--- config.mk ---
export PLATFORM = sky130hd
export DESIGN_NAME = if_id_buffer_flat
export DESIGN_NICKNAME = d
export VERILOG_FILES = /design/src/rtl/if_id_if.sv /design/src/rtl/if_id_buffer.sv /design/src/flat_wrapper.sv
export SDC_FILE = /design/constraint.sdc
export NUM_CORES = 1
export LEC_CHECK = 0
export ABC_CLOCK_PERIOD_IN_PS = 5300
export CORE_MARGIN = 2
export CORE_UTILIZATION = 50
export CTS_CLUSTER_SIZE = 40
export DETAILED_ROUTE_END_ITERATION = 7
export DONT_BUFFER_PORTS = 1
export PLACE_DENSITY = 0.68
export SYNTH_ARGS = -nofsm -noshare
export SYNTH_HDL_FRONTEND = slang
export SYNTH_SLANG_ARGS = --single-unit
--- constraint.sdc ---
create_clock -name CLK -period 5.3 [get_ports CLK]
set_input_delay 1.325 -clock CLK [delete_from_list [all_inputs] [get_ports CLK]]
set_output_delay 1.325 -clock CLK [all_outputs]
set_load 0.1 [all_outputs]
--- src/rtl/if_id_if.sv ---
// Fetch-to-decode bus: fetch pushes into the buffer, decode pops its head.
// valid/ready: a transfer happens on a rising edge where valid and ready are both 1; the producer holds its data stable while valid is up.
interface if_id_if;
  logic        in_valid;
  logic        in_ready;
  logic [31:0] in_PC4;
  logic [31:0] in_Ins;
  logic        flush;
  logic        out_valid;
  logic        out_ready;
  logic [31:0] out_PC4;
  logic [31:0] out_Ins;

  modport master (
    output in_valid, in_PC4, in_Ins, flush, out_ready,
    input  in_ready, out_valid, out_PC4, out_Ins
  );

  modport slave (
    input  in_valid, in_PC4, in_Ins, flush, out_ready,
    output in_ready, out_valid, out_PC4, out_Ins
  );
endinterface

--- src/rtl/if_id_buffer.sv ---
// IF/ID pipeline register built as a 2-entry skid buffer with a registered in_ready.
// The buffer supports flush and counts decode-side stall cycles.
module if_id_buffer #(
  parameter logic [31:0] NOP_INS = 32'h0000_0000,
  parameter int          CNT_W   = 16
) (
  input  logic             CLK,
  input  logic             RST,
  if_id_if.slave           bus,
  output logic [1:0]       occupancy,
  output logic [CNT_W-1:0] stall_cnt
);

  // The state value is the occupancy, so occupancy doubles as the FSM debug view.
  localparam logic [1:0] S_EMPTY = 2'd0;
  localparam logic [1:0] S_ONE   = 2'd1;
  localparam logic [1:0] S_FULL  = 2'd2;

  localparam logic [CNT_W-1:0] CNT_ONE = {{(CNT_W-1){1'b0}}, 1'b1};
  localparam logic [CNT_W-1:0] CNT_MAX = {CNT_W{1'b1}};

  logic [1:0]       state_q, state_d;
  logic             in_ready_q;
  logic [31:0]      head_pc_q, head_ins_q;
  logic [31:0]      tail_pc_q, tail_ins_q;
  logic [CNT_W-1:0] stall_q;

  logic push, pop;
  logic load_head_in, load_tail_in, head_from_tail;

  always_comb begin
    push           = bus.in_valid & in_ready_q;
    pop            = (state_q != S_EMPTY) & bus.out_ready;
    state_d        = state_q;
    load_head_in   = 1'b0;
    load_tail_in   = 1'b0;
    head_from_tail = 1'b0;
    case (state_q)
      S_EMPTY: begin
        if (push) begin
          state_d      = S_ONE;
          load_head_in = 1'b1;
        end
      end
      S_ONE: begin
        if (push && pop) begin
          load_head_in = 1'b1;
        end else if (push) begin
          state_d      = S_FULL;
          load_tail_in = 1'b1;
        end else if (pop) begin
          state_d = S_EMPTY;
        end
      end
      S_FULL: begin
        if (pop) begin
          state_d        = S_ONE;
          head_from_tail = 1'b1;
        end
      end
      default: state_d = S_EMPTY;
    endcase
    if (bus.flush) begin
      state_d        = S_EMPTY;
      load_head_in   = 1'b0;
      load_tail_in   = 1'b0;
      head_from_tail = 1'b0;
    end
  end

  always_ff @(posedge CLK or posedge RST) begin
    if (RST) begin
      state_q    <= S_EMPTY;
      in_ready_q <= 1'b1;
      head_pc_q  <= 32'h0;
      head_ins_q <= NOP_INS;
      tail_pc_q  <= 32'h0;
      tail_ins_q <= NOP_INS;
      stall_q    <= '0;
    end else begin
      state_q    <= state_d;
      in_ready_q <= (state_d != S_FULL);

      // Going empty forces the NOP into HEAD; the PC4 deliberately keeps its last value.
      if (load_head_in) begin
        head_pc_q  <= bus.in_PC4;
        head_ins_q <= bus.in_Ins;
      end else if (head_from_tail) begin
        head_pc_q  <= tail_pc_q;
        head_ins_q <= tail_ins_q;
      end else if (state_d == S_EMPTY) begin
        head_ins_q <= NOP_INS;
      end

      if (load_tail_in) begin
        tail_pc_q  <= bus.in_PC4;
        tail_ins_q <= bus.in_Ins;
      end

      if ((state_q != S_EMPTY) && !bus.out_ready && !bus.flush && (stall_q != CNT_MAX))
        stall_q <= stall_q + CNT_ONE;
    end
  end

  assign bus.in_ready  = in_ready_q;
  assign bus.out_valid = (state_q != S_EMPTY);
  assign bus.out_PC4   = head_pc_q;
  assign bus.out_Ins   = head_ins_q;
  assign occupancy     = state_q;
  assign stall_cnt     = stall_q;

endmodule

--- src/flat_wrapper.sv ---
// flat-port wrapper written by rule: the top's interface ports become plain ports
module if_id_buffer_flat 
#(
  parameter logic [31:0] NOP_INS = 32'h0000_0000,
  parameter int          CNT_W   = 16
)
  (CLK, RST, occupancy, stall_cnt, bus_in_valid, bus_in_PC4, bus_in_Ins, bus_flush, bus_out_ready, bus_in_ready, bus_out_valid, bus_out_PC4, bus_out_Ins);
  if_id_if bus_i ();
  input  logic CLK;
  input  logic RST;
  output logic [1:0] occupancy;
  output logic [CNT_W-1:0] stall_cnt;
  input wire logic [$bits(bus_i.in_valid)-1:0] bus_in_valid;
  input wire logic [$bits(bus_i.in_PC4)-1:0] bus_in_PC4;
  input wire logic [$bits(bus_i.in_Ins)-1:0] bus_in_Ins;
  input wire logic [$bits(bus_i.flush)-1:0] bus_flush;
  input wire logic [$bits(bus_i.out_ready)-1:0] bus_out_ready;
  output wire logic [$bits(bus_i.in_ready)-1:0] bus_in_ready;
  output wire logic [$bits(bus_i.out_valid)-1:0] bus_out_valid;
  output wire logic [$bits(bus_i.out_PC4)-1:0] bus_out_PC4;
  output wire logic [$bits(bus_i.out_Ins)-1:0] bus_out_Ins;
  assign bus_i.in_valid = bus_in_valid;
  assign bus_i.in_PC4 = bus_in_PC4;
  assign bus_i.in_Ins = bus_in_Ins;
  assign bus_i.flush = bus_flush;
  assign bus_i.out_ready = bus_out_ready;
  assign bus_in_ready = bus_i.in_ready;
  assign bus_out_valid = bus_i.out_valid;
  assign bus_out_PC4 = bus_i.out_PC4;
  assign bus_out_Ins = bus_i.out_Ins;
  if_id_buffer #(.NOP_INS(NOP_INS), .CNT_W(CNT_W)) u_core (.CLK(CLK), .RST(RST), .bus(bus_i), .occupancy(occupancy), .stall_cnt(stall_cnt));
endmodule
# [Word-level counts from Yosys, hierarchy flattened]
# Cells that the tools add are included.
[totals] mem_bits_rw=0 in_bits=69 wordCells=47 ff_bits=147 mem_count=0 romBits=0 out_inout_bits=84 latch_bits=0
[op_classes] bitwise=2 muxes=22 n_mul=0 n_addsub=1 reduce_logical=11 eq_ne=4 n_lt_le_gt_ge=0 shifts=0 div_mod_pow=0
[ops] op="32-bit 2-to-1 mux" count=5
[ops] op="16-bit by 1-bit adder with 16-bit output (second input constant)" count=1
[ops] op="16-bit inequality test (second input constant)" count=1
[ops] op="2-bit 2-to-1 mux" count=6
[ops] op="1-bit 2-to-1 mux" count=9
[ops] op="2-bit case mux with 3 select lines" count=1
[ops] op="1-bit logical AND" count=4
[ops] op="2-bit zero test" count=2
[ops] op="2-bit nonzero test" count=2
[ops] op="3-bit nonzero test" count=1
[ops] op="1-bit AND" count=2
[ops] op="2-bit by 1-bit equality test with 1-bit output (second input constant)" count=1
[ops] op="2-bit equality test (second input constant)" count=1
[ops] op="1-bit zero test" count=2
[ops] op="2-bit inequality test (second input constant)" count=1
[ops] op="1-bit case mux with 2 select lines" count=1

# [Logic depth before layout (Yosys ltp)]
# Gate-level depths: netlist of the first run.
[depth] ltp_word=11 ltp_mapped=7

# [Worst setup path after synthesis of the first run]
# Ideal clock, no wire load.
[synth_timing] path_kind="register -> output" from="register u_core.state_q[1], in the netlist u_core.occupancy[1]" to="output bus_out_valid" t_required_ps=3975 slack_ps=1985 arrival_ps=1990 path_stages_with_launch=4 path_cell_list="dfrtp_1 buf_4 nor2_1 inv_1"
[synth_via] elab_chain_cells=1
[synth_lines] element="from (decl)" line="if_id_buffer.sv:22" source="logic [1:0] state_q, state_d;"
[synth_lines] element="from (signal assigned)" line="if_id_buffer.sv:81" source="state_q <= state_d;"
[synth_lines] element="2-bit nonzero test" line="if_id_buffer.sv:106" source="assign bus.out_valid = (state_q != S_EMPTY);"
[synth_lines] element="to (decl)" line="flat_wrapper.sv:19" source="output wire logic [$bits(bus_i.out_valid)-1:0] bus_out_valid;"
# No other way between the ends.

# [Worst setup path after layout of the first run]
# Same ends and word-level chain as after synthesis.

==> report_table.html, run 1 <==
<table>
<tr><th>Metric</th><th>Value</th></tr>
<tr><th colspan="2">Run status</th></tr>
<tr><td>Result of the run</td><td>finished, final reports clean</td></tr>
<tr><th colspan="2">Timing</th></tr>
<tr><td>Maximum clock frequency</td><td>about 260 MHz</td></tr>
<tr><td>Post-layout minimum cycle time</td><td>slightly below 4000 ps</td></tr>
<tr><td>Setup TNS after final layout</td><td>0 ps</td></tr>
<tr><td>Fin Clk Skew</td><td>5.540 ps</td></tr>
<tr><td>Max transition margin</td><td>between 20% and 30%</td></tr>
<tr><td>Final Hold Violating Endpoints</td><td>0</td></tr>
<tr><td>Number of slew-limit violations in the final report</td><td>0</td></tr>
<tr><td>Worst Tran Pin Value</td><td>1177 ps</td></tr>
<tr><td>Unrepaired setup endpoints after global routing</td><td>no</td></tr>
<tr><td>Post-route clock period utilization</td><td>about three quarters</td></tr>
<tr><td>Setup Viol. Count Final</td><td>0</td></tr>
<tr><th colspan="2">Place</th></tr>
<tr><td>Post-detail-place hpwl</td><td>7980 um</td></tr>
<tr><td>Number of input and output port buffers inserted</td><td>0</td></tr>
<tr><td>RD Place Congestion</td><td>0.7334</td></tr>
<tr><th colspan="2">Clocking</th></tr>
<tr><td># H-tree levels</td><td>4</td></tr>
<tr><td>Hold-fix buffers, CTS</td><td>0</td></tr>
<tr><td>Cells resized by post-CTS repair</td><td>0</td></tr>
<tr><td>Bufs on Longest Clock Path</td><td>2</td></tr>
<tr><td>Clock tree from TritonCTS</td><td>yes</td></tr>
<tr><td>Clock latency on the worst-skew pair</td><td>approximately 420 ps</td></tr>
<tr><td>Clock-pin slew on the worst setup and hold paths</td><td>about 60 ps</td></tr>
<tr><td># clock sinks</td><td>~150</td></tr>
<tr><td>CTS Root Buffer Type</td><td>sky130_fd_sc_hd__clkbuf_16</td></tr>
<tr><td>Inserted Clock Buffers</td><td>17</td></tr>
<tr><td>Post-CTS setup-driven buffer insertion count</td><td>0</td></tr>
<tr><th colspan="2">Cells and area</th></tr>
<tr><td>Leading cell type in the layout, fill and taps excluded</td><td>sky130_fd_sc_hd__dfrtp_1</td></tr>
<tr><td>Ratio of cells with drive above 1 in the final layout</td><td>26.10%</td></tr>
<tr><td>Number of filler cells placed in the layout</td><td>985</td></tr>
<tr><td>Area growth from synthesis to layout</td><td>11.65%</td></tr>
<tr><td>Highest-count cells in the layout ignoring fill and taps</td><td>sky130_fd_sc_hd__dfrtp_1 (146), sky130_fd_sc_hd__mux2_2 (67), sky130_fd_sc_hd__inv_1 (34)</td></tr>
<tr><td>Antenna Cells</td><td>0</td></tr>
<tr><td>Layout net count</td><td>513</td></tr>
<tr><th colspan="2">Synthesis</th></tr>
<tr><td>Number of cells produced by synthesis</td><td>between 400 and 500</td></tr>
<tr><td>Cell taking the most area after synthesis</td><td>sky130_fd_sc_hd__dfrtp_1</td></tr>
<tr><td>Net count of the mapped netlist</td><td>514</td></tr>
<tr><td>Share of the synthesized area in the top cell type</td><td>around 60%</td></tr>
<tr><td>Most used flip-flop cell after synthesis</td><td>sky130_fd_sc_hd__dfrtp_1</td></tr>
<tr><td>Top cells by area in the synthesized netlist</td><td>sky130_fd_sc_hd__dfrtp_1 (60%), sky130_fd_sc_hd__mux2_2 (12%), sky130_fd_sc_hd__a221o_1 (5.2%), sky130_fd_sc_hd__a222oi_1 (5.2%), sky130_fd_sc_hd__and2_1 (3.3%)</td></tr>
<tr><td>Area of the mapped netlist</td><td>about 6000 um^2</td></tr>
<tr><td>Post-synth ARST share</td><td>100.0%</td></tr>
<tr><td>Count of flip-flops with a built-in enable after synthesis</td><td>0</td></tr>
<tr><td>Fraction of the yosys area taken by sequential cells</td><td>about 60%</td></tr>
<tr><td>Count of state elements after synthesis</td><td>147</td></tr>
<tr><td>Number of synthesis warnings</td><td>0</td></tr>
<tr><td>Yosys cell types</td><td>42</td></tr>
<tr><td>Mean instance size in the synthesized netlist</td><td>~14 um^2</td></tr>
<tr><th colspan="2">Run</th></tr>
<tr><td>Max-capacitance violation count</td><td>0</td></tr>
<tr><th colspan="2">Floorplan</th></tr>
<tr><td>Overall die height</td><td>roughly 110 um</td></tr>
<tr><td>Effective utilization at floorplan</td><td>between 50% and 60%</td></tr>
<tr><td>Die Span X</td><td>~110 um</td></tr>
<tr><td>Number of placement rows</td><td>40</td></tr>
<tr><td>Die Outline Area</td><td>between 10000 and 15000 um^2</td></tr>
<tr><td>Area of the core region</td><td>roughly 12000 um^2</td></tr>
<tr><td>Boundary Pins</td><td>between 150 and 200</td></tr>
<tr><th colspan="2">Worst setup path</th></tr>
<tr><td>Worst Path Required</td><td>~4000 ps</td></tr>
<tr><td>CP delay by family, top</td><td>flip-flops</td></tr>
<tr><td>Worst reg2reg startpoint</td><td>u_core.occupancy[1]</td></tr>
<tr><td>Worst-path fanout max</td><td>9</td></tr>
<tr><td>Crit path largest cell delay</td><td>roughly 1100 ps</td></tr>
<tr><td>Ordered cell list for the critical path</td><td>nor2_1 -&gt; inv_1</td></tr>
<tr><td>Startpoint class of the critical path</td><td>flop</td></tr>
<tr><td>Origin of the worst setup path</td><td>u_core.occupancy[1]</td></tr>
<tr><td>Type of destination of the critical path</td><td>output pin</td></tr>
<tr><td>Data arrival at the endpoint of the critical path</td><td>between 2000 and 3000 ps</td></tr>
<tr><td>Count of buffering cells on the critical path with inverters included</td><td>1</td></tr>
<tr><td>Critical setup path kind</td><td>flop to output pin</td></tr>
<tr><td>Slowest cell on the critical path</td><td>sky130_fd_sc_hd__dfrtp_1</td></tr>
<tr><th colspan="2">Power</th></tr>
<tr><td>Static leakage power</td><td>3.282 nW</td></tr>
<tr><td>Worst vdd rail ir drop</td><td>around 0.33 mV</td></tr>
<tr><td>Power density relative to cell area</td><td>around 530 nW/um^2</td></tr>
<tr><td>Total power draw</td><td>between 3 and 4 mW</td></tr>
<tr><th colspan="2">Drt</th></tr>
<tr><td>Average via count per standard cell</td><td>roughly 6.2</td></tr>
<tr><td>Antenna Violating Nets Remaining</td><td>0</td></tr>
<tr><td>DRC errors left</td><td>0</td></tr>
<tr><td>Total vias in the final route</td><td>between 3000 and 4000</td></tr>
<tr><td>DRT Pass-1 Iters</td><td>7</td></tr>
<tr><td>Post-DR wirelength/cell</td><td>between 20 and 25 um</td></tr>
<tr><td>Final Routed Wirelength</td><td>approximately 12000 um</td></tr>
<tr><td>Count of routing violations after the opening detailed-route iteration</td><td>~330</td></tr>
<tr><th colspan="2">Hold path</th></tr>
<tr><td>Origin of the worst min-delay path</td><td>u_core.tail_ins_q[30]</td></tr>
<tr><td>Tightest Hold Check Type</td><td>flop to flop</td></tr>
<tr><th colspan="2">Global routing</th></tr>
<tr><td>Pin count of the biggest net entering global routing</td><td>120</td></tr>
<tr><td>Global-route wire length before repair</td><td>19840 um</td></tr>
<tr><td>Initial antenna violation count</td><td>0</td></tr>
<tr><td>Grt ovf</td><td>0</td></tr>
<tr><td>Global-route usage over all layers</td><td>around a fifth</td></tr>
<tr><td>Number of global-route vias before repair</td><td>just under 4000</td></tr>
</table>
[metrics by stage]
stage | instance area [um^2] | std cells | utilization, % | worst slack [ps] | hold WS, ps
detailed placement | 6198 | 571 | 51.82 | 1841 | 478.0
global route | 6825 | 603 | 57.06 | 1322 | 510.4
CTS | 6825 | 603 | 57.06 | 1382 | 491.6
floorplan | 6113 | 444 | - | 25.32 | 453.6
global placement | 6198 | 571 | 51.82 | 1895 | 464.4
finish | 6825 | 603 | 57.06 | 1409 | 489.1
[layout make-up]
cell class	count	area [um^2]	share of cell area (%)
clock buffer	20	446.7	6.544
clock inverter	12	180.2	2.640
inverter	35	136.4	1.998
multi-input combinational	235	2146	31.44
sequential	147	3680	53.91
tap	147	183.9	2.695
timing repair buffer	7	52.55	0.7699
[cell families (layout without fill, tap and decap cells)]
kind of cell	count (synthesis)	count (layout)	synth area share, %
and+or+nand+nor	81	81	8.842
muxes	70	70	12.91
xor gates and xnor gates	12	12	1.719
buffers and inverters	62	74	4.851
DFF	147	147	60.19
AOI/OAI and AO/OA	71	71	11.28
adders and majority gates	1	1	0.2046
[power breakdown]
group	total (mW)	internal (mW)	leakage [nW]	switching [mW]
clock network	1.26	0.802	0.301	0.455
logic	0.311	0.183	1.11	0.128
registers	2.02	1.33	1.87	0.691
total	3.59	2.32	3.28	1.27
[state kept, by name, indices dropped and copies added (netlist names)]
name and count:
u_core.bus.in_ready 1, u_core.tail_ins_q 32, u_core.occupancy 2, u_core.stall_cnt 16, u_core.bus.out_Ins 32, u_core.tail_pc_q 32, u_core.bus.out_PC4 32
[routing by layer]
metal	global-route usage [%]	wire (um)	vias to the layer above
li1	-	-	1654
met1	23.85	5072	1888
met2	29.70	5741	158
met3	9.370	1300	21
met4	9.187	251	0
met5	0	0	-
[final timing paths]
kind | slack [ps] | depth (start not counted) | end
max | 1410 | 2 | bus_out_valid
min | 490 | 2 | u_core.bus.out_Ins[30]
max reg2reg | 2050 | 5 | u_core.stall_cnt[7]
min reg2reg | 490 | 2 | u_core.bus.out_Ins[30]
max in group asynchronous | 3280 | 2 | u_core.bus.out_PC4[3]
min in group asynchronous | 1030 | 1 | u_core.tail_ins_q[30]
[worst register-to-register path, stage by stage (launching register included)]
cell and delay (ps):
sky130_fd_sc_hd__dfrtp_1 1120, sky130_fd_sc_hd__nor2_1 290, sky130_fd_sc_hd__inv_1 730, sky130_fd_sc_hd__nand2_1 380, sky130_fd_sc_hd__nor4_1 430, sky130_fd_sc_hd__xor2_1 210
[Yosys cell counts, types with 2 or more instances]
cell type,number
sky130_fd_sc_hd__dfrtp_1,146
sky130_fd_sc_hd__mux2_2,67
sky130_fd_sc_hd__inv_1,35
sky130_fd_sc_hd__a221o_1,32
sky130_fd_sc_hd__a222oi_1,32
sky130_fd_sc_hd__and2_1,32
sky130_fd_sc_hd__buf_2,18
sky130_fd_sc_hd__nand2_1,8
sky130_fd_sc_hd__xor2_1,7
sky130_fd_sc_hd__nand3_1,6
sky130_fd_sc_hd__nor2_1,6
sky130_fd_sc_hd__buf_6,5
sky130_fd_sc_hd__nand4_1,5
sky130_fd_sc_hd__xnor2_1,5
sky130_fd_sc_hd__nor3_1,4
sky130_fd_sc_hd__clkbuf_1,3
sky130_fd_sc_hd__nor4_1,3
sky130_fd_sc_hd__and4_1,2
sky130_fd_sc_hd__mux2i_1,2
sky130_fd_sc_hd__nor2_2,2
sky130_fd_sc_hd__nor4_4,2
sky130_fd_sc_hd__o21ai_0,2
Power figures use the tool's default switching activity.
==> run 2: changes to the inputs <==
--- a/config.mk
+++ b/config.mk
@@ -5,13 +5,12 @@
 export SDC_FILE = /design/constraint.sdc
 export NUM_CORES = 1
 export LEC_CHECK = 0
-export ABC_CLOCK_PERIOD_IN_PS = 5300
+export ABC_CLOCK_PERIOD_IN_PS = 3600
 export CORE_MARGIN = 2
 export CORE_UTILIZATION = 50
 export CTS_CLUSTER_SIZE = 40
 export DETAILED_ROUTE_END_ITERATION = 7
 export DONT_BUFFER_PORTS = 1
-export PLACE_DENSITY = 0.68
 export SYNTH_ARGS = -nofsm -noshare
 export SYNTH_HDL_FRONTEND = slang
 export SYNTH_SLANG_ARGS = --single-unit
==> constraint.sdc (replaced) <==
create_clock -name CLK -period 3.6 [get_ports CLK]
set_input_delay 0.9 -clock CLK [delete_from_list [all_inputs] [get_ports CLK]]
set_output_delay 0.9 -clock CLK [all_outputs]
set_load 0.1 [all_outputs]
==> run 2 against run 1 <==
The flow now finishes with violations (design-rule violations). Final area rose by 1.7%. Via count rose by 1.1%. Critical path depth rose by 1. Hold slack got worse by 7.4 ps. Count of clock-buffer cells in the layout rose by 1. Non-clock buffer count rose by 20. Highest routed layer unchanged. Register-to-register slack got worse by 1100 ps. Sequential power rose by 38%. Cell count rose by 3.0%. Power rose by 45%.
==> report_table.html, run 2 (synthesized netlist as in run 1, its figures left out) <==
<table>
<tr><th>Metric</th><th>Value</th></tr>
<tr><th colspan="2">Clocking</th></tr>
<tr><td># H-tree levels</td><td>4</td></tr>
<tr><td>Inserted Clock Buffers</td><td>17</td></tr>
<tr><td># clock sinks</td><td>approximately 150</td></tr>
<tr><td>Clock tree from TritonCTS</td><td>yes</td></tr>
<tr><td>CTS Root Buffer Type</td><td>sky130_fd_sc_hd__clkbuf_16</td></tr>
<tr><td>Post-CTS setup-driven buffer insertion count</td><td>0</td></tr>
<tr><td>Bufs on Longest Clock Path</td><td>2</td></tr>
<tr><td>Cells resized by post-CTS repair</td><td>0</td></tr>
<tr><td>Clock-pin slew on the worst setup and hold paths</td><td>about 60 ps</td></tr>
<tr><td>Hold-fix buffers, CTS</td><td>0</td></tr>
<tr><td>Clock latency on the worst-skew pair</td><td>420 ps</td></tr>
<tr><th colspan="2">Worst setup path</th></tr>
<tr><td>Worst-path fanout max</td><td>5</td></tr>
<tr><td>Origin of the worst setup path</td><td>u_core.occupancy[0]</td></tr>
<tr><td>Slowest cell on the critical path</td><td>sky130_fd_sc_hd__inv_1</td></tr>
<tr><td>Register-to-Register Path Depth</td><td>6</td></tr>
<tr><td>Startpoint class of the critical path</td><td>flop</td></tr>
<tr><td>Type of destination of the critical path</td><td>output pin</td></tr>
<tr><td>Critical setup path kind</td><td>flop to output pin</td></tr>
<tr><td>Data arrival at the endpoint of the critical path</td><td>just over 2000 ps</td></tr>
<tr><td>Worst Path Required</td><td>2700 ps</td></tr>
<tr><td>Worst reg2reg startpoint</td><td>u_core.occupancy[0]</td></tr>
<tr><td>Crit path largest cell delay</td><td>~670 ps</td></tr>
<tr><td>Ordered cell list for the critical path</td><td>buf_4 -&gt; nor2_1 -&gt; inv_1</td></tr>
<tr><th colspan="2">Timing</th></tr>
<tr><td>Post-route clock period utilization</td><td>81.09%</td></tr>
<tr><td>Setup TNS after final layout</td><td>0 ps</td></tr>
<tr><td>Maximum clock frequency</td><td>~340 MHz</td></tr>
<tr><td>Setup Viol. Count Final</td><td>0</td></tr>
<tr><td>Post-layout minimum cycle time</td><td>2919 ps</td></tr>
<tr><td>Number of slew-limit violations in the final report</td><td>0</td></tr>
<tr><td>Unrepaired setup endpoints after global routing</td><td>no</td></tr>
<tr><td>Max transition margin</td><td>36.62%</td></tr>
<tr><td>Final Hold Violating Endpoints</td><td>0</td></tr>
<tr><td>Worst Tran Pin Value</td><td>about 950 ps</td></tr>
<tr><td>Fin Clk Skew</td><td>about 9.4 ps</td></tr>
<tr><td>Final setup slack of the worst path</td><td>between 600 and 700 ps</td></tr>
<tr><th colspan="2">Cells and area</th></tr>
<tr><td>Footprint of the multi-input gates</td><td>2146 um^2</td></tr>
<tr><td>Leading cell type in the layout, fill and taps excluded</td><td>sky130_fd_sc_hd__dfrtp_1</td></tr>
<tr><td>Area growth from synthesis to layout</td><td>13.55%</td></tr>
<tr><td>Ratio of cells with drive above 1 in the final layout</td><td>approximately 29%</td></tr>
<tr><td>Share of the core filled with cells</td><td>58.03%</td></tr>
<tr><td>Sequential Area</td><td>3680 um^2</td></tr>
<tr><td>Post-Layout Cell Count</td><td>between 600 and 700</td></tr>
<tr><td>Highest-count cells in the layout ignoring fill and taps</td><td>sky130_fd_sc_hd__dfrtp_1 (146), sky130_fd_sc_hd__mux2_2 (67), sky130_fd_sc_hd__inv_1 (34)</td></tr>
<tr><td>Layout net count</td><td>between 500 and 600</td></tr>
<tr><td>Antenna Cells</td><td>0</td></tr>
<tr><td>Number of filler cells placed in the layout</td><td>between 900 and 1000</td></tr>
<tr><th colspan="2">Drt</th></tr>
<tr><td>Post-DR wirelength/cell</td><td>approximately 20 um</td></tr>
<tr><td>Antenna Violating Nets Remaining</td><td>0</td></tr>
<tr><td>DRC errors left</td><td>1</td></tr>
<tr><td>Average via count per standard cell</td><td>between 6 and 7</td></tr>
<tr><td>Final Routed Wirelength</td><td>12540 um</td></tr>
<tr><td>Total vias in the final route</td><td>about 3800</td></tr>
<tr><td>Count of routing violations after the opening detailed-route iteration</td><td>~370</td></tr>
<tr><td>DRT Pass-1 Iters</td><td>8</td></tr>
<tr><th colspan="2">Power</th></tr>
<tr><td>Switching Fraction</td><td>a little over a third</td></tr>
<tr><td>Flop pwr share</td><td>between 50% and 60%</td></tr>
<tr><td>Part of the power in the clock network</td><td>~33%</td></tr>
<tr><td>Static leakage power</td><td>roughly 3.4 nW</td></tr>
<tr><td>Cell internal power dissipation</td><td>about 3.4 mW</td></tr>
<tr><td>Combinational share of power</td><td>a little over an eighth</td></tr>
<tr><td>Power density relative to cell area</td><td>about 750 nW/um^2</td></tr>
<tr><td>Worst vdd rail ir drop</td><td>just under 0.6 mV</td></tr>
<tr><td>Switching power total</td><td>around 1.8 mW</td></tr>
<tr><td>Total power draw</td><td>between 5 and 6 mW</td></tr>
<tr><th colspan="2">Place</th></tr>
<tr><td>Post-Place Cells</td><td>approximately 590</td></tr>
<tr><td>Number of input and output port buffers inserted</td><td>0</td></tr>
<tr><td>Post-detail-place hpwl</td><td>around 8000 um</td></tr>
<tr><td>Post-place setup slack</td><td>between 900 and 1000 ps</td></tr>
<tr><td>RD Place Congestion</td><td>0.7290</td></tr>
<tr><th colspan="2">Hold path</th></tr>
<tr><td>Tightest Hold Check Type</td><td>flop to flop</td></tr>
<tr><td>Hold Path Depth</td><td>2</td></tr>
<tr><td>Origin of the worst min-delay path</td><td>u_core.tail_ins_q[21]</td></tr>
<tr><th colspan="2">Global routing</th></tr>
<tr><td>Met3 capacity usage during global routing</td><td>under 10%</td></tr>
<tr><td>Global-route wire length before repair</td><td>20150 um</td></tr>
<tr><td>Number of global-route vias before repair</td><td>approximately 3800</td></tr>
<tr><td>Global-route track usage on met1</td><td>a little over a quarter</td></tr>
<tr><td>GRT met2 Usage</td><td>about 30%</td></tr>
<tr><td>Initial antenna violation count</td><td>0</td></tr>
<tr><td>Global-route usage over all layers</td><td>between 20% and 30%</td></tr>
<tr><td>Grt ovf</td><td>0</td></tr>
<tr><td>Busiest layer in global routing</td><td>met2</td></tr>
<tr><td>Pin count of the biggest net entering global routing</td><td>148</td></tr>
<tr><th colspan="2">Floorplan</th></tr>
<tr><td>Die Span X</td><td>roughly 110 um</td></tr>
<tr><td>Effective utilization at floorplan</td><td>51.11%</td></tr>
<tr><td>Die Outline Area</td><td>13130 um^2</td></tr>
<tr><td>Boundary Pins</td><td>153</td></tr>
<tr><td>Overall die height</td><td>114.6 um</td></tr>
<tr><td>Number of placement rows</td><td>40</td></tr>
<tr><td>Area of the core region</td><td>between 10000 and 15000 um^2</td></tr>
<tr><th colspan="2">Run</th></tr>
<tr><td>Max-capacitance violation count</td><td>0</td></tr>
<tr><th colspan="2">Run status</th></tr>
<tr><td>Violated checks</td><td>design-rule violations</td></tr>
<tr><td>Result of the run</td><td>finished, violations left</td></tr>
</table>
[run 2: worst paths after layout]
| path | end | slack [ps] |
|---|---|---|
| setup / recovery | bus_out_valid | 680 |
| hold / removal | u_core.bus.out_Ins[21] | 480 |
| setup reg to reg | u_core.stall_cnt[1] | 930 |
| hold reg to reg | u_core.bus.out_Ins[21] | 480 |
| max in group asynchronous | u_core.bus.out_Ins[26] | 2460 |
| min in group asynchronous | u_core.bus.out_PC4[2] | 550 |
[run 2: worst max-delay path: cells and delay by family, from the launching register on]
kind	cells	cell delay (ps)
buffers and inverters	2	1020
DFF	1	420
and+or+nand+nor	1	160
[run 2: layout make-up]
type / instances / share of cell area, %
clock buffer: 21 / 6.489
timing repair buffer: 27 / 3.100
tap: 147 / 2.650
clock inverter: 9 / 1.893
multi-input combinational: 235 / 30.91
inverter: 35 / 1.947
sequential: 147 / 53.01
[run 2: per-stage QoR]
stage	hold WS (ps)	instance area, um^2
floorplan	453.6	6117
global placement	463.0	6360
detailed placement	474.9	6360
CTS	484.6	6942
global route	501.5	6942
finish	481.7	6942
[run 2: power groups by stage]
stage               clock network (mW)  registers (mW)  logic (mW)
floorplan                            0            2.95       0.403
global placement                     0            2.79       0.686
detailed placement                   0            2.80       0.707
CTS                               1.78            2.78       0.708
global route                      1.86            2.81       0.756
finish                            1.74            2.78       0.698
[run 2: metal layers]
metal	part of all wire [%]	vias to the layer above	wire length, um
li1	-	1691	-
met1	43	1938	5382
met2	47	121	5939
met3	8.5	13	1060
met4	1.3	0	161
met5	0	-	0
==> run 3: changes to the inputs <==
--- a/config.mk
+++ b/config.mk
@@ -5,12 +5,13 @@
 export SDC_FILE = /design/constraint.sdc
 export NUM_CORES = 1
 export LEC_CHECK = 0
-export ABC_CLOCK_PERIOD_IN_PS = 3600
+export ABC_CLOCK_PERIOD_IN_PS = 2640
 export CORE_MARGIN = 2
 export CORE_UTILIZATION = 50
 export CTS_CLUSTER_SIZE = 40
 export DETAILED_ROUTE_END_ITERATION = 7
 export DONT_BUFFER_PORTS = 1
+export PLACE_DENSITY = 0.68
 export SYNTH_ARGS = -nofsm -noshare
 export SYNTH_HDL_FRONTEND = slang
 export SYNTH_SLANG_ARGS = --single-unit
==> constraint.sdc (replaced) <==
create_clock -name CLK -period 2.64 [get_ports CLK]
set_input_delay 0.66 -clock CLK [delete_from_list [all_inputs] [get_ports CLK]]
set_output_delay 0.66 -clock CLK [all_outputs]
set_load 0.1 [all_outputs]
==> run 3 against run 2 <==
The run now ends clean. Global-route usage is 1.2 points higher. First-iteration DRC count rose by 14%. Critical path depth decreased by 1. Flip-flop and latch count stayed put. Die area unchanged. Count of clock-buffer cells in the layout shrank 2. Sequential share of layout area down 1.3 points. Utilization increased by 1.4 points. Non-clock buffer count rose by 5.
==> report_table.html, run 3 (synthesized netlist as in run 1, its figures left out) <==
<table>
<tr><th>Metric</th><th>Value</th></tr>
<tr><th colspan="2">Floorplan</th></tr>
<tr><td>Die Outline Area</td><td>roughly 13000 um^2</td></tr>
<tr><td>Die Span X</td><td>around 110 um</td></tr>
<tr><td>Number of placement rows</td><td>40</td></tr>
<tr><td>Effective utilization at floorplan</td><td>about half</td></tr>
<tr><td>Boundary Pins</td><td>~150</td></tr>
<tr><td>Area of the core region</td><td>11960 um^2</td></tr>
<tr><td>Overall die height</td><td>~110 um</td></tr>
<tr><th colspan="2">Cells and area</th></tr>
<tr><td>Layout net count</td><td>about 540</td></tr>
<tr><td>Share of the core filled with cells</td><td>about three fifths</td></tr>
<tr><td>Leading cell type in the layout, fill and taps excluded</td><td>sky130_fd_sc_hd__dfrtp_1</td></tr>
<tr><td>Area growth from synthesis to layout</td><td>16.37%</td></tr>
<tr><td>Antenna Cells</td><td>0</td></tr>
<tr><td>Post-Layout Cell Count</td><td>roughly 630</td></tr>
<tr><td>Layout Cell Area excl Fill</td><td>slightly above 7000 um^2</td></tr>
<tr><td>Ratio of cells with drive above 1 in the final layout</td><td>between 30% and 40%</td></tr>
<tr><td>Number of filler cells placed in the layout</td><td>approximately 930</td></tr>
<tr><td>Highest-count cells in the layout ignoring fill and taps</td><td>sky130_fd_sc_hd__dfrtp_1 (145), sky130_fd_sc_hd__mux2_2 (67), sky130_fd_sc_hd__inv_1 (33)</td></tr>
<tr><th colspan="2">Clocking</th></tr>
<tr><td>Clock-pin slew on the worst setup and hold paths</td><td>60 ps</td></tr>
<tr><td>Post-CTS setup-driven buffer insertion count</td><td>0</td></tr>
<tr><td>CTS Root Buffer Type</td><td>sky130_fd_sc_hd__clkbuf_16</td></tr>
<tr><td>Bufs on Longest Clock Path</td><td>2</td></tr>
<tr><td>Clock latency on the worst-skew pair</td><td>roughly 410 ps</td></tr>
<tr><td>Inserted Clock Buffers</td><td>17</td></tr>
<tr><td>Clock tree from TritonCTS</td><td>yes</td></tr>
<tr><td>Cells resized by post-CTS repair</td><td>0</td></tr>
<tr><td># clock sinks</td><td>roughly 150</td></tr>
<tr><td>Hold-fix buffers, CTS</td><td>0</td></tr>
<tr><td># H-tree levels</td><td>4</td></tr>
<tr><th colspan="2">Timing</th></tr>
<tr><td>Post-layout minimum cycle time</td><td>around 2400 ps</td></tr>
<tr><td>Fin Clk Skew</td><td>roughly 6.4 ps</td></tr>
<tr><td>Post-route clock period utilization</td><td>between 80% and 90%</td></tr>
<tr><td>Unrepaired setup endpoints after global routing</td><td>no</td></tr>
<tr><td>Max transition margin</td><td>36.93%</td></tr>
<tr><td>Setup Viol. Count Final</td><td>0</td></tr>
<tr><td>Final Hold Violating Endpoints</td><td>0</td></tr>
<tr><td>Worst Tran Pin Value</td><td>between 900 and 1000 ps</td></tr>
<tr><td>Maximum clock frequency</td><td>424.6 MHz</td></tr>
<tr><td>Number of slew-limit violations in the final report</td><td>0</td></tr>
<tr><th colspan="2">Worst setup path</th></tr>
<tr><td>Data arrival at the endpoint of the critical path</td><td>1700 ps</td></tr>
<tr><td>Type of destination of the critical path</td><td>output pin</td></tr>
<tr><td>Startpoint class of the critical path</td><td>flop</td></tr>
<tr><td>Worst Path Required</td><td>1980 ps</td></tr>
<tr><td>Worst-path fanout max</td><td>9</td></tr>
<tr><td>Critical setup path kind</td><td>flop to output pin</td></tr>
<tr><th colspan="2">Global routing</th></tr>
<tr><td>Pin count of the biggest net entering global routing</td><td>about 50</td></tr>
<tr><td>Number of global-route vias before repair</td><td>about 4000</td></tr>
<tr><td>Grt ovf</td><td>0</td></tr>
<tr><td>Global-route wire length before repair</td><td>21310 um</td></tr>
<tr><td>Initial antenna violation count</td><td>0</td></tr>
<tr><td>Global-route usage over all layers</td><td>21.16%</td></tr>
<tr><th colspan="2">Place</th></tr>
<tr><td>RD Place Congestion</td><td>roughly 0.75</td></tr>
<tr><td>Post-detail-place hpwl</td><td>a little under 9000 um</td></tr>
<tr><td>Post-Place Cells</td><td>596</td></tr>
<tr><td>Post-placement cell area</td><td>6455 um^2</td></tr>
<tr><td>Number of input and output port buffers inserted</td><td>0</td></tr>
<tr><th colspan="2">Power</th></tr>
<tr><td>Total power draw</td><td>roughly 7.4 mW</td></tr>
<tr><td>Static leakage power</td><td>approximately 3.4 nW</td></tr>
<tr><td>Worst vdd rail ir drop</td><td>approximately 0.73 mV</td></tr>
<tr><td>Power density relative to cell area</td><td>1042 nW/um^2</td></tr>
<tr><th colspan="2">Drt</th></tr>
<tr><td>Post-DR wirelength/cell</td><td>21.10 um</td></tr>
<tr><td>Count of routing violations after the opening detailed-route iteration</td><td>between 400 and 500</td></tr>
<tr><td>Final Routed Wirelength</td><td>about 13000 um</td></tr>
<tr><td>DRC errors left</td><td>0</td></tr>
<tr><td>Antenna Violating Nets Remaining</td><td>0</td></tr>
<tr><td>DRT Pass-1 Iters</td><td>8</td></tr>
<tr><td>Average via count per standard cell</td><td>a little over 6</td></tr>
<tr><td>Total vias in the final route</td><td>just under 4000</td></tr>
<tr><th colspan="2">Hold path</th></tr>
<tr><td>Tightest Hold Check Type</td><td>input pin to async pin</td></tr>
<tr><th colspan="2">Run</th></tr>
<tr><td>Max-capacitance violation count</td><td>0</td></tr>
<tr><th colspan="2">Run status</th></tr>
<tr><td>Result of the run</td><td>finished, final reports clean</td></tr>
</table>
==> run 3: where the power goes <==
part           switching (mW)  internal [mW]  leakage [nW]
registers                1.12           2.68          1.87
clock network           0.916           1.73         0.319
logic                   0.550          0.421          1.26
==> run 3: layout make-up <==
type | count | area [um^2] | area share, %
clock buffers | 19 | 452.9 | 6.367
clock inverters | 13 | 206.4 | 2.902
inverters | 35 | 138.9 | 1.952
multi-input cells | 235 | 2148 | 30.20
flip-flops and latches | 147 | 3681 | 51.74
well taps | 147 | 183.9 | 2.585
repair buffers | 32 | 302.8 | 4.256
==> run 3: path summary, 6_finish.rpt <==
kind	start	end	slack, ps	depth (start not counted)
hold / removal	RST	u_core.bus.out_PC4[7]	200	1
min in group CLK	bus_flush	u_core.occupancy[0]	310	1
setup / recovery	u_core.occupancy[1]	bus_out_valid	280	2
hold reg to reg	u_core.tail_ins_q[27]	u_core.bus.out_Ins[27]	490	2
setup reg to reg	u_core.occupancy[1]	u_core.stall_cnt[1]	410	5
max in group asynchronous	RST	u_core.bus.out_PC4[27]	1670	3
==> run 3: metal layers <==
layer | GRT usage, % | part of all wire (%) | up-vias
li1 | - | - | 1706
met1 | 26.52 | 39 | 1958
met2 | 33.29 | 50 | 175
met3 | 8.470 | 9.6 | 14
met4 | 7.642 | 1.2 | 0
met5 | 0 | 0 | -
==> run 3: critical path: stages, from the launching register on <==
cell and delay (ps):
sky130_fd_sc_hd__dfrtp_2 490, sky130_fd_sc_hd__nor2_2 280, sky130_fd_sc_hd__clkinvlp_4 510
==> run 3: per-stage QoR <==
stage / setup slack (ps) / hold slack [ps] / TNS (ps)
4_1_cts: 256.7 / 206.3 / 0
2_1_floorplan: -25.22 / 453.6 / -25.22
3_5_place_dp: 435.3 / 473.8 / 0
6_report: 284.8 / 199.3 / 0
5_1_grt: 199.8 / 232.1 / 0
3_3_place_gp: 473.0 / 463.0 / 0
